<file path="config.mk">
export PLATFORM = sky130hd
export DESIGN_NAME = alu_op_sequencer
export DESIGN_NICKNAME = d
export VERILOG_FILES = /design/src/rtl/alu_op_sequencer.sv
export SDC_FILE = /design/constraint.sdc
export NUM_CORES = 1
export LEC_CHECK = 0
export BUFFER_PORTS_ARGS = -buffer_cell sky130_fd_sc_hd__buf_4
export CAP_MARGIN = 20
export CORE_MARGIN = 4
export CORE_UTILIZATION = 40
export DETAILED_ROUTE_END_ITERATION = 6
export PLACE_DENSITY = 0.71
export SLEW_MARGIN = 20
export SYNTH_ARGS = -nofsm -noshare
export SYNTH_HDL_FRONTEND = slang
export SYNTH_SLANG_ARGS = --single-unit
</file>
<file path="constraint.sdc">
create_clock -name clk -period 1.6 [get_ports clk]
set_input_delay 0.32 -clock clk [delete_from_list [all_inputs] [get_ports clk]]
set_output_delay 0.32 -clock clk [all_outputs]
set_load 0.02 [all_outputs]
</file>
<file path="src/rtl/alu_op_sequencer.sv">
// alu_op_sequencer: one-at-a-time request/response controller for the 8-bit adder/subtractor/divider.
// Optional divider watchdog enabled by defining ALU_SEQ_DIV_TIMEOUT_EN (limit = DIV_TIMEOUT cycles).
module alu_op_sequencer #(
    parameter int unsigned WIDTH       = 8,
    parameter int unsigned DIV_TIMEOUT = 32
) (
    input  logic             clk,
    input  logic             rst,
    input  logic             req_valid,
    output logic             req_ready,
    input  logic [1:0]       req_op,
    input  logic [WIDTH-1:0] req_a,
    input  logic [WIDTH-1:0] req_b,
    output logic [WIDTH-1:0] au_a,
    output logic [WIDTH-1:0] au_b,
    output logic [1:0]       au_op,
    input  logic [WIDTH-1:0] au_result,
    input  logic             au_flag,
    output logic             div_start,
    input  logic             div_done,
    input  logic [WIDTH-1:0] div_quot,
    input  logic [WIDTH-1:0] div_rem,
    output logic             rsp_valid,
    input  logic             rsp_ready,
    output logic [WIDTH-1:0] rsp_result,
    output logic [WIDTH-1:0] rsp_rem,
    output logic             rsp_flag,
    output logic             rsp_err,
    output logic             busy
);

    typedef enum logic [1:0] {ST_IDLE, ST_EXEC, ST_WAIT_DIV, ST_RESP} state_t;
    typedef enum logic [1:0] {OP_ADD = 2'b00, OP_SUB = 2'b01, OP_DIV = 2'b10, OP_ILL = 2'b11} op_t;

    if (WIDTH < 1) begin : g_bad_width
        $error("alu_op_sequencer: WIDTH must be at least 1");
    end
    if (DIV_TIMEOUT < 1) begin : g_bad_timeout
        $error("alu_op_sequencer: DIV_TIMEOUT must be at least 1");
    end

    state_t r_state;

`ifdef ALU_SEQ_DIV_TIMEOUT_EN
    localparam int unsigned      CNT_W    = $clog2(DIV_TIMEOUT + 1);
    localparam logic [CNT_W-1:0] CNT_LAST = CNT_W'(DIV_TIMEOUT - 1);
    logic [CNT_W-1:0] r_div_cnt;
`endif

    always_ff @(posedge clk or negedge rst) begin
        if (!rst) begin
            r_state    <= ST_IDLE;
            req_ready  <= 1'b1;
            busy       <= 1'b0;
            au_a       <= '0;
            au_b       <= '0;
            au_op      <= OP_ADD;
            div_start  <= 1'b0;
            rsp_valid  <= 1'b0;
            rsp_result <= '0;
            rsp_rem    <= '0;
            rsp_flag   <= 1'b0;
            rsp_err    <= 1'b0;
`ifdef ALU_SEQ_DIV_TIMEOUT_EN
            r_div_cnt  <= '0;
`endif
        end else begin
            case (r_state)
                ST_IDLE: begin
                    if (req_valid) begin
                        au_a      <= req_a;
                        au_b      <= req_b;
                        au_op     <= req_op;
                        req_ready <= 1'b0;
                        busy      <= 1'b1;
                        // start pulse is registered here so it is high for exactly the EXEC cycle
                        div_start <= (req_op == OP_DIV) && (req_b != '0);
                        r_state   <= ST_EXEC;
                    end
                end
                ST_EXEC: begin
                    div_start <= 1'b0;
                    case (au_op)
                        OP_ADD, OP_SUB: begin
                            rsp_result <= au_result;
                            rsp_flag   <= au_flag;
                            rsp_rem    <= '0;
                            rsp_err    <= 1'b0;
                            rsp_valid  <= 1'b1;
                            r_state    <= ST_RESP;
                        end
                        OP_DIV: begin
                            if (au_b == '0) begin
                                rsp_result <= '1;
                                rsp_rem    <= au_a;
                                rsp_flag   <= 1'b0;
                                rsp_err    <= 1'b1;
                                rsp_valid  <= 1'b1;
                                r_state    <= ST_RESP;
                            end else begin
`ifdef ALU_SEQ_DIV_TIMEOUT_EN
                                r_div_cnt <= '0;
`endif
                                r_state   <= ST_WAIT_DIV;
                            end
                        end
                        default: begin
                            rsp_result <= '0;
                            rsp_rem    <= '0;
                            rsp_flag   <= 1'b0;
                            rsp_err    <= 1'b1;
                            rsp_valid  <= 1'b1;
                            r_state    <= ST_RESP;
                        end
                    endcase
                end
                ST_WAIT_DIV: begin
                    div_start <= 1'b0;
                    if (div_done) begin
                        rsp_result <= div_quot;
                        rsp_rem    <= div_rem;
                        rsp_flag   <= 1'b0;
                        rsp_err    <= 1'b0;
                        rsp_valid  <= 1'b1;
                        r_state    <= ST_RESP;
                    end
`ifdef ALU_SEQ_DIV_TIMEOUT_EN
                    // done has priority over the watchdog when both land on the same edge
                    else if (r_div_cnt == CNT_LAST) begin
                        rsp_result <= '0;
                        rsp_rem    <= '0;
                        rsp_flag   <= 1'b0;
                        rsp_err    <= 1'b1;
                        rsp_valid  <= 1'b1;
                        r_state    <= ST_RESP;
                    end else begin
                        r_div_cnt <= r_div_cnt + CNT_W'(1);
                    end
`endif
                end
                ST_RESP: begin
                    if (rsp_ready) begin
                        rsp_valid <= 1'b0;
                        req_ready <= 1'b1;
                        busy      <= 1'b0;
                        r_state   <= ST_IDLE;
                    end
                end
                default: r_state <= ST_IDLE;
            endcase
        end
    end

endmodule

</file>
# ---- Word level (Yosys, flattened, before mapping)
# Cells that the tools add are included.
dict set report totals {
  register_bits 42
  latch_bits 0
  ram_bits 0
  rom_bits 0
  in_bits 48
  output_inout_bits 40
  word_cells 71
  mem_count 0
}
dict set report op_classes {
  addsub 0
  multipliers 0
  div_mod_pow 0
  n_lt_le_gt_ge 0
  n_eq_ne 10
  shift 0
  mux 32
  n_bitwise 0
  reduce_logical 17
}
# cell n
set ops {}
lappend ops {{case mux 8 bit (2 select lines)} 3}
lappend ops {{two-way mux 8 bit} 5}
lappend ops {{case mux 1 bit (2 select lines)} 7}
lappend ops {{two-way mux 1 bit} 12}
lappend ops {{AND reduction 3 bit} 3}
lappend ops {{== test 2 bit, second input constant} 4}
lappend ops {{logical NOT 8 bit} 1}
lappend ops {{case mux 2 bit (4 select lines)} 1}
lappend ops {{nonzero test 8 bit} 1}
lappend ops {{two-way mux 2 bit} 3}
lappend ops {{inequality test 2 bit, second input constant} 3}
lappend ops {{nonzero test 2 bit} 3}
lappend ops {{== test 2 x 1 -> 1 bit, second input constant} 2}
lappend ops {{logical NOT 2 bit} 2}
lappend ops {{AND reduction 2 bit} 2}
lappend ops {{AND reduction 4 bit} 1}
lappend ops {{OR reduction 2 bit} 2}
lappend ops {{inequality test 3 bit, second input constant} 1}
lappend ops {{case mux 1 bit (3 select lines)} 1}
lappend ops {{nonzero test 3 bit} 1}
lappend ops {{logical AND 1 bit} 1}

# ---- Longest topological paths before layout
# Gate-level depths: netlist of the first run.
dict set report logic_depth {
  ltp_word 4
  mapped_depth 7
  mapped_depth_nobuf 6
}

# ---- Worst setup path after synthesis of the first run
# Ideal clock, no wire load.
dict set report synth_timing {
  kind {reg-to-reg}
  start {register r_state[0]}
  end {register rsp_rem[0]}
  setup_time_ps 125
  arrival_ps 1577
  required_time_ps 1475
  setup_slack_ps -102
  stages_incl_launch_ff 8
  path_buffers 2
  period_less_slack_ps 1702
  path_cell_list {dfrtp_1 inv_1 ha_1 buf_2 o21ai_1 nor2_4 buf_12 mux2_4}
}
dict set report synth_between {
  elab_chain_cells 3
  elab_cells_between_ends 7
  classes_between {eq/ne (4); mux (1); reduce/logical (2)}
}
# item line_no
set synth_rtl {}
lappend synth_rtl {{start, declared} 42} ;# state_t r_state;
lappend synth_rtl {{start signal, assigned} 52} ;# r_state <= ST_IDLE;
lappend synth_rtl {{start signal, assigned} 78} ;# r_state <= ST_EXEC;
lappend synth_rtl {{start signal, assigned} 90} ;# r_state <= ST_RESP;
lappend synth_rtl {{== test 2 x 1 -> 1 bit / == test 2 bit (equally long branches)} 68} ;# case (r_state)
lappend synth_rtl {{inequality test 3 bit (no line), or another cell as far along} --}
lappend synth_rtl {{AND reduction 3 bit (no line)} --}
lappend synth_rtl {{end signal, assigned} 95} ;# rsp_rem <= au_a;
lappend synth_rtl {{end signal, assigned} 121} ;# rsp_rem <= div_rem;
lappend synth_rtl {{end, declared} 26} ;# output logic [WIDTH-1:0] rsp_rem,
# Parallel ways exist; a longest one is shown, timed or not.
# A chain may end at the register's enable or synchronous reset.

# ---- Final worst setup path of the first run
dict set report layout_timing {
  start {register r_state[0]}
  end {register rsp_result[5]}
}
dict set report layout_between {
  elab_chain_cells 3
  elab_cells_between_ends 7
  classes_between {eq/ne (4); mux (1); reduce/logical (2)}
}
# item line_no
set layout_rtl {}
lappend layout_rtl {{== test 2 x 1 -> 1 bit / == test 2 bit (equally long branches)} 68}
lappend layout_rtl {{inequality test 3 bit (no line), or another cell as far along} --}
lappend layout_rtl {{AND reduction 3 bit (no line)} --}
lappend layout_rtl {{end signal, assigned} 85} ;# rsp_result <= au_result;
lappend layout_rtl {{end signal, assigned} 120} ;# rsp_result <= div_quot;
lappend layout_rtl {{end, declared} 25} ;# output logic [WIDTH-1:0] rsp_result,
# Parallel ways exist; a longest one is shown, timed or not.

==> impl_metrics.py, run 1 <==
metrics = {
    "run_status": {
        "run_status": "complete, but fails checks",
        "failed_checks": "negative setup slack",
    },
    "synth": {
        "synthArstFlopShare": 1.000,
        "synth_top_area_share": 0.4881,
        "synth_edf_count": 0,
        "synth_nets": 235,
        "avgSynthCellArea_um2": 11.55,
        "ys_ff_latch": 42,
        "netlist_top_cells_count": "dfrtp_1, nand2_1, mux2_2",
        "ys_types": 32,
        "yosys_warnings": 0,
        "yosys-top-cells-area": "dfrtp_1, mux2_2, mux2_4, nand2_1, o21ai_0",
        "yosysMostFrequentCell": "dfrtp_1",
        "syn_inst": 182,
        "synthFlopType": "dfrtp_1",
        "yosysTopAreaCell": "dfrtp_1",
        "synth_area_um2": 2102,
        "ys_seq_area_frac": 0.5006,
    },
    "timing": {
        "period_share": 1.003,
        "worst_slew_pin_slew_ns": 0.5338,
        "rsz0062_at_grt": "true",
        "maxSlewHeadroom": 0.6441,
        "finalSetupViolCount": 1,
        "hold_viol": 0,
        "finClkSkew_ns": 0.008179,
        "fin_crit_ns": 1.605,
        "layout_setup_ws_ns": -0.004587,
        "clock.fmax_mhz": 623.2,
        "maxSlewViolCount": 0,
    },
    "critical_path": {
        "reg2reg_depth": 7,
        "cp.arrival_ns": 1.78,
        "crit_type": "reg -> reg",
        "worstPathMaxFanout": 4,
        "critPathLaunchType": "flop",
        "worstPathRequired_ns": 1.78,
        "worstReg2RegEnd": "rsp_result[5]$_DFFE_PN0P_",
        "cp-end-kind": "flop",
        "r2r_slack_ns": -0.005,
        "r2r_start": "r_state[0]$_DFFE_PN0P_",
    },
    "clocking": {
        "cts_hold_buf": 0,
        "h-tree-depth": 2,
        "cts_tree": "done",
        "clock_path_buffers": 2,
        "cts_buffers": 5,
        "clk_pin_slew_ns": 0.08,
        "insertion_delay_ns": 0.29,
        "root_buffer": "clkbuf_8",
        "cts.sink_count": 42,
    },
    "finish": {
        "antennaDiodeCount": 0,
        "area_growth_pct": 49.52,
        "layout-drive-gt1-share": 0.5909,
        "layout.nets": 338,
        "final_cells": 356,
    },
    "detailed_routing": {
        "viasPerCell": 4.893,
        "wl_per_cell_um": 14.48,
        "wl_met2_um": 2437,
        "routed_wl_um": 5156,
        "dr.pass1.iters": 4,
        "drt-initial-drc-count": 72,
        "ant_nets": 0,
        "post-route-drc-count": 0,
        "via_count": 1742,
        "top_layer": "met4",
        "dr_wl_met3_um": 379,
        "m1WireLength_um": 2273,
    },
    "pwr": {
        "leakage_nw": 1.477,
        "vdd_ir_drop_max_uv": 1235,
        "power_density_nw_per_um2": 2230,
    },
    "floorplanning": {
        "rows": 26,
        "io_pins": 88,
        "core_um2": 5107,
        "die-area_um2": 6479,
        "start_util": 0.4116,
        "die_w_um": 80.49,
        "die_h_um": 80.49,
    },
    "worst_hold_path": {
        "min_path_type": "in -> async",
    },
    "grt": {
        "grt_pass1_vias": 1736,
        "grt_max_degree": 43,
        "antenna_found_initial": 0,
        "grtUsageTotal": 0.1657,
        "grt_pass1_wl_um": 8424,
        "grt_overflow_total": 0,
    },
    "place": {
        "routabilityCongestion": 0.7696,
        "hpwlAfterDp_um": 3893,
        "port_buffers": 87,
        "dpl_worst_slack_ns": -0.02807,
        "placedCellCount": 344,
    },
    "run": {
        "cap_violations": 0,
    },
}
[layer usage]
metal | vias to the layer above | GRT usage
met1 | 828 | 0.2220
met5 | - | 0
li1 | 847 | -
met3 | 7 | 0.04484
met2 | 60 | 0.2641
met4 | 0 | 0.04392
[layout by cell type (no fill, tap or decap), types with 2 or more instances in the layout]
cell type | synthesis | routed
buf_4 | 0 | 102
dfrtp_1 | 41 | 36
nor2_1 | 3 | 3
inv_2 | 0 | 2
mux2_4 | 10 | 10
clkbuf_8 | 0 | 6
dfrtp_2 | 0 | 5
nand3b_1 | 2 | 2
a21oi_1 | 11 | 10
mux2_2 | 25 | 25
nor4_1 | 2 | 2
nand2_1 | 29 | 28
buf_12 | 1 | 2
ha_1 | 5 | 2
ha_2 | 0 | 2
nor4_4 | 2 | 2
bufinv_16 | 0 | 2
o21ai_0 | 20 | 20
nor2b_1 | 3 | 2
o31ai_1 | 2 | 2
[cell families after synthesis]
logic type	synth area share
buf+inv	0.03155
flops	0.5006
simple gates	0.1167
fa+ha+maj	0.02976
compound gates	0.1161
mux	0.2054
[registers in the layout (all words and copies together), names as in the netlist]
name / count
rsp_valid: 1
rsp_rem: 8
au_op: 2
rsp_result: 8
busy: 1
au_a: 8
req_ready: 1
r_state: 2
rsp_err: 1
rsp_flag: 1
div_start: 1
au_b: 8
[cell type report]
type	count	area (um2)
Clock buffer	6	82.58
Clock inverter	2	60.06
Fill cell	447	1964
Inverter	4	15.01
Multi-Input combinational cell	128	1033
Sequential cell	42	1059
Tap cell	70	87.58
Timing Repair Buffer	104	805.8
[timing repair]
item                       CTS  global route
buffers inserted             2             2
gates resized for setup      3             6
pin swaps                    0             1
setup endpoints to repair   17            37
[worst max-delay path: stages (launching register included)]
cell	delay, ns
dfrtp_1	0.41
buf_4	0.15
ha_4	0.16
nand3b_1	0.10
a21oi_2	0.06
nor2_4	0.14
buf_4	0.15
mux2_2	0.33
[through the flow]
| stage | TNS (ns) | util | power, mW | hold WS [ns] | instance area [um2] |
|---|---|---|---|---|---|
| after CTS | -0.2916 | 0.6071 | 6.979 | 0.02292 | 3100 |
| after floorplan | -0.4715 | - | 4.431 | 0.02441 | 2123 |
| after detailed placement | -0.2350 | 0.5735 | 5.885 | 0.3413 | 2929 |
| final | -0.004587 | 0.6154 | 7.008 | 0.006119 | 3143 |
| after global placement | 0 | 0.5735 | 5.804 | 0.3379 | 2929 |
| after global routing | -1.328 | 0.6154 | 7.491 | 0.04240 | 3143 |
[how the worst max path moves through the flow]
stage	startpoint	to	slack (ns)	cells past startpoint
finish	r_state[0]$_DFFE_PN0P_	rsp_result[5]$_DFFE_PN0P_	-0.005	7
global route	au_b[2]$_DFFE_PN0P_	rsp_result[5]$_DFFE_PN0P_	-0.10	5
CTS	r_state[0]$_DFFE_PN0P_	rsp_result[5]$_DFFE_PN0P_	-0.03	7
detailed placement	r_state[1]$_DFFE_PN0P_	rsp_result[7]$_DFFE_PN0P_	-0.03	7
global placement	au_b[5]$_DFFE_PN0P_	rsp_result[6]$_DFFE_PN0P_	0.01	5
floorplan	au_b[5]$_DFFE_PN0P_	rsp_rem[0]$_DFFE_PN0P_	-0.05	5
[where the power goes]
part	switching [mW]	total (mW)	internal, mW
Sequential	0.418	2.01	1.59
Clock	0.365	1.03	0.666
Combinational	1.89	3.97	2.08
Total	2.67	7.01	4.34
Power figures use the tool's default switching activity.
==> run 2: changes to the inputs <==
--- a/config.mk
+++ b/config.mk
@@ -10,7 +10,7 @@
 export CORE_MARGIN = 4
 export CORE_UTILIZATION = 40
 export DETAILED_ROUTE_END_ITERATION = 6
-export PLACE_DENSITY = 0.71
+export PLACE_DENSITY = 0.7
 export SLEW_MARGIN = 20
 export SYNTH_ARGS = -nofsm -noshare
 export SYNTH_HDL_FRONTEND = slang
==> impl_metrics.py, run 2 (same netlist as run 1, synthesis figures left out) <==
metrics = {
    "run_status": {
        "run_status": "complete, but fails checks",
        "failed_checks": "negative setup slack",
    },
    "timing": {
        "fin_hold_ws_ns": 0.0005762,
        "fin_crit_ns": 1.603,
        "rsz0062_at_grt": "true",
        "fin_setup_tns_ns": -0.005038,
        "layout_setup_ws_ns": -0.002591,
        "finClkSkew_ns": 0.007466,
        "hold_viol": 0,
        "period_share": 1.002,
        "clock.fmax_mhz": 624.0,
        "maxSlewHeadroom": 0.6382,
        "maxSlewViolCount": 0,
        "worst_slew_pin_slew_ns": 0.5427,
        "finalSetupViolCount": 4,
    },
    "finish": {
        "post-route-util": 0.6088,
        "final_cell_mix": "buf_4, dfrtp_1, nand2_1",
        "area_growth_pct": 47.92,
        "layout.nets": 338,
        "layout-drive-gt1-share": 0.5839,
        "final_common_cell": "buf_4",
        "antennaDiodeCount": 0,
    },
    "place": {
        "routabilityCongestion": 0.7259,
        "hpwlAfterDp_um": 3852,
        "port_buffers": 87,
    },
    "detailed_routing": {
        "post-route-drc-count": 0,
        "wl_per_cell_um": 14.72,
        "drt-initial-drc-count": 59,
        "ant_nets": 0,
        "via_count": 1720,
        "routed_wl_um": 5241,
        "viasPerCell": 4.831,
        "dr.pass1.iters": 4,
    },
    "run": {
        "cap_violations": 0,
    },
    "floorplanning": {
        "start_util": 0.4116,
        "die_w_um": 80.49,
        "die-area_um2": 6479,
        "rows": 26,
        "die_h_um": 80.49,
        "io_pins": 88,
        "core_um2": 5107,
    },
    "worst_hold_path": {
        "min_path_type": "in -> async",
    },
    "critical_path": {
        "worst_path_max_delay_cell": "dfrtp_1",
        "worstPathMaxFanout": 16,
        "crit_type": "reg -> reg",
        "reg2reg_depth": 5,
        "r2r_slack_ns": -0.003,
        "cp.arrival_ns": 1.78,
        "worstPathRequired_ns": 1.78,
        "worstReg2RegEnd": "rsp_result[2]$_DFFE_PN0P_",
        "critPathLaunchType": "flop",
        "cp-end-kind": "flop",
        "path_cells": "nor4_4, a21oi_2, nor2_4, buf_12, mux2_2",
        "r2r_start": "au_b[6]$_DFFE_PN0P_",
        "slowest_delay_ns": 0.42,
    },
    "grt": {
        "antenna_found_initial": 0,
        "grt_overflow_total": 0,
        "grt_pass1_wl_um": 7803,
        "grtUsageTotal": 0.1543,
        "grt_pass1_vias": 1633,
        "grt_max_degree": 43,
    },
    "pwr": {
        "vdd_ir_drop_max_uv": 1087,
        "power_density_nw_per_um2": 2192,
        "leakage_nw": 1.466,
    },
    "clocking": {
        "cts_tree": "done",
        "insertion_delay_ns": 0.29,
        "cts_buffers": 5,
        "cts_hold_buf": 0,
        "root_buffer": "clkbuf_8",
        "h-tree-depth": 2,
        "clock_path_buffers": 2,
        "clk_pin_slew_ns": 0.08,
        "cts.sink_count": 42,
    },
}
run 2: changes by cell type in the layout (fill, tap and decap cells not counted), sizes merged:
cell | previous run | this run
clkbuf | 6 | 7
bufinv | 2 | 1
run 2: area by class of cell:
type                       instances  area (um2)
inverter                           4       15.01
timing repair buffer             104       804.5
fill                             450        1998
clock buffer                       7       86.33
multi-input combinational        128        1027
sequential                        42        1059
clock inverter                     1       30.03
tap                               70       87.58
run 2: critical path, delay by kind of cell, from the launching register on:
family | cells | cell delay, ns
and+or+nand+nor | 2 | 0.43
buffers and inverters | 1 | 0.17
AOI/OAI and AO/OA | 1 | 0.12
DFF | 1 | 0.42
muxes | 1 | 0.34
run 2: worst max-delay path by stage:
stage,start,to,slack [ns],depth (start not counted)
global placement,r_state[1]$_DFFE_PN0P_,rsp_result[7]$_DFFE_PN0P_,-0.008,7
global route,r_state[0]$_DFFE_PN0P_,rsp_result[6]$_DFFE_PN0P_,-0.08,7
CTS,au_b[6]$_DFFE_PN0P_,rsp_result[5]$_DFFE_PN0P_,-0.02,5
finish,au_b[6]$_DFFE_PN0P_,rsp_result[2]$_DFFE_PN0P_,-0.003,5
floorplan,au_b[5]$_DFFE_PN0P_,rsp_rem[0]$_DFFE_PN0P_,-0.05,5
detailed placement,r_state[1]$_DFFE_PN0P_,rsp_rem[4]$_DFFE_PN0P_,-0.03,7
run 2: repair_timing:
item,CTS,global route
endpoints found under the setup margin,17,36
cloned,0,1
buffers inserted,2,0
pin swaps,1,0
resized for setup,3,10
run 2: routing by layer:
layer | share of wire | global-route usage
met1 | 0.45 | 0.2028
met2 | 0.47 | 0.2550
met3 | 0.071 | 0.03251
met4 | 0.0086 | 0.04561
met5 | 0 | 0
run 2: metrics by stage:
stage	worst slack, ns	power, mW	instance area, um2	std cells
6_report	-0.002591	6.814	3109	356
5_1_grt	-0.07780	7.242	3109	356
4_1_cts	-0.02166	6.819	3077	355
3_5_place_dp	-0.02959	5.841	2924	345
3_3_place_gp	-0.007959	5.755	2924	345
2_1_floorplan	-0.04715	4.431	2123	182
run 2: report_power, final:
group | switching (mW) | total [mW] | internal (mW)
registers | 0.399 | 1.99 | 1.59
logic | 1.89 | 3.95 | 2.05
clock network | 0.366 | 0.875 | 0.509
total | 2.66 | 6.81 | 4.16
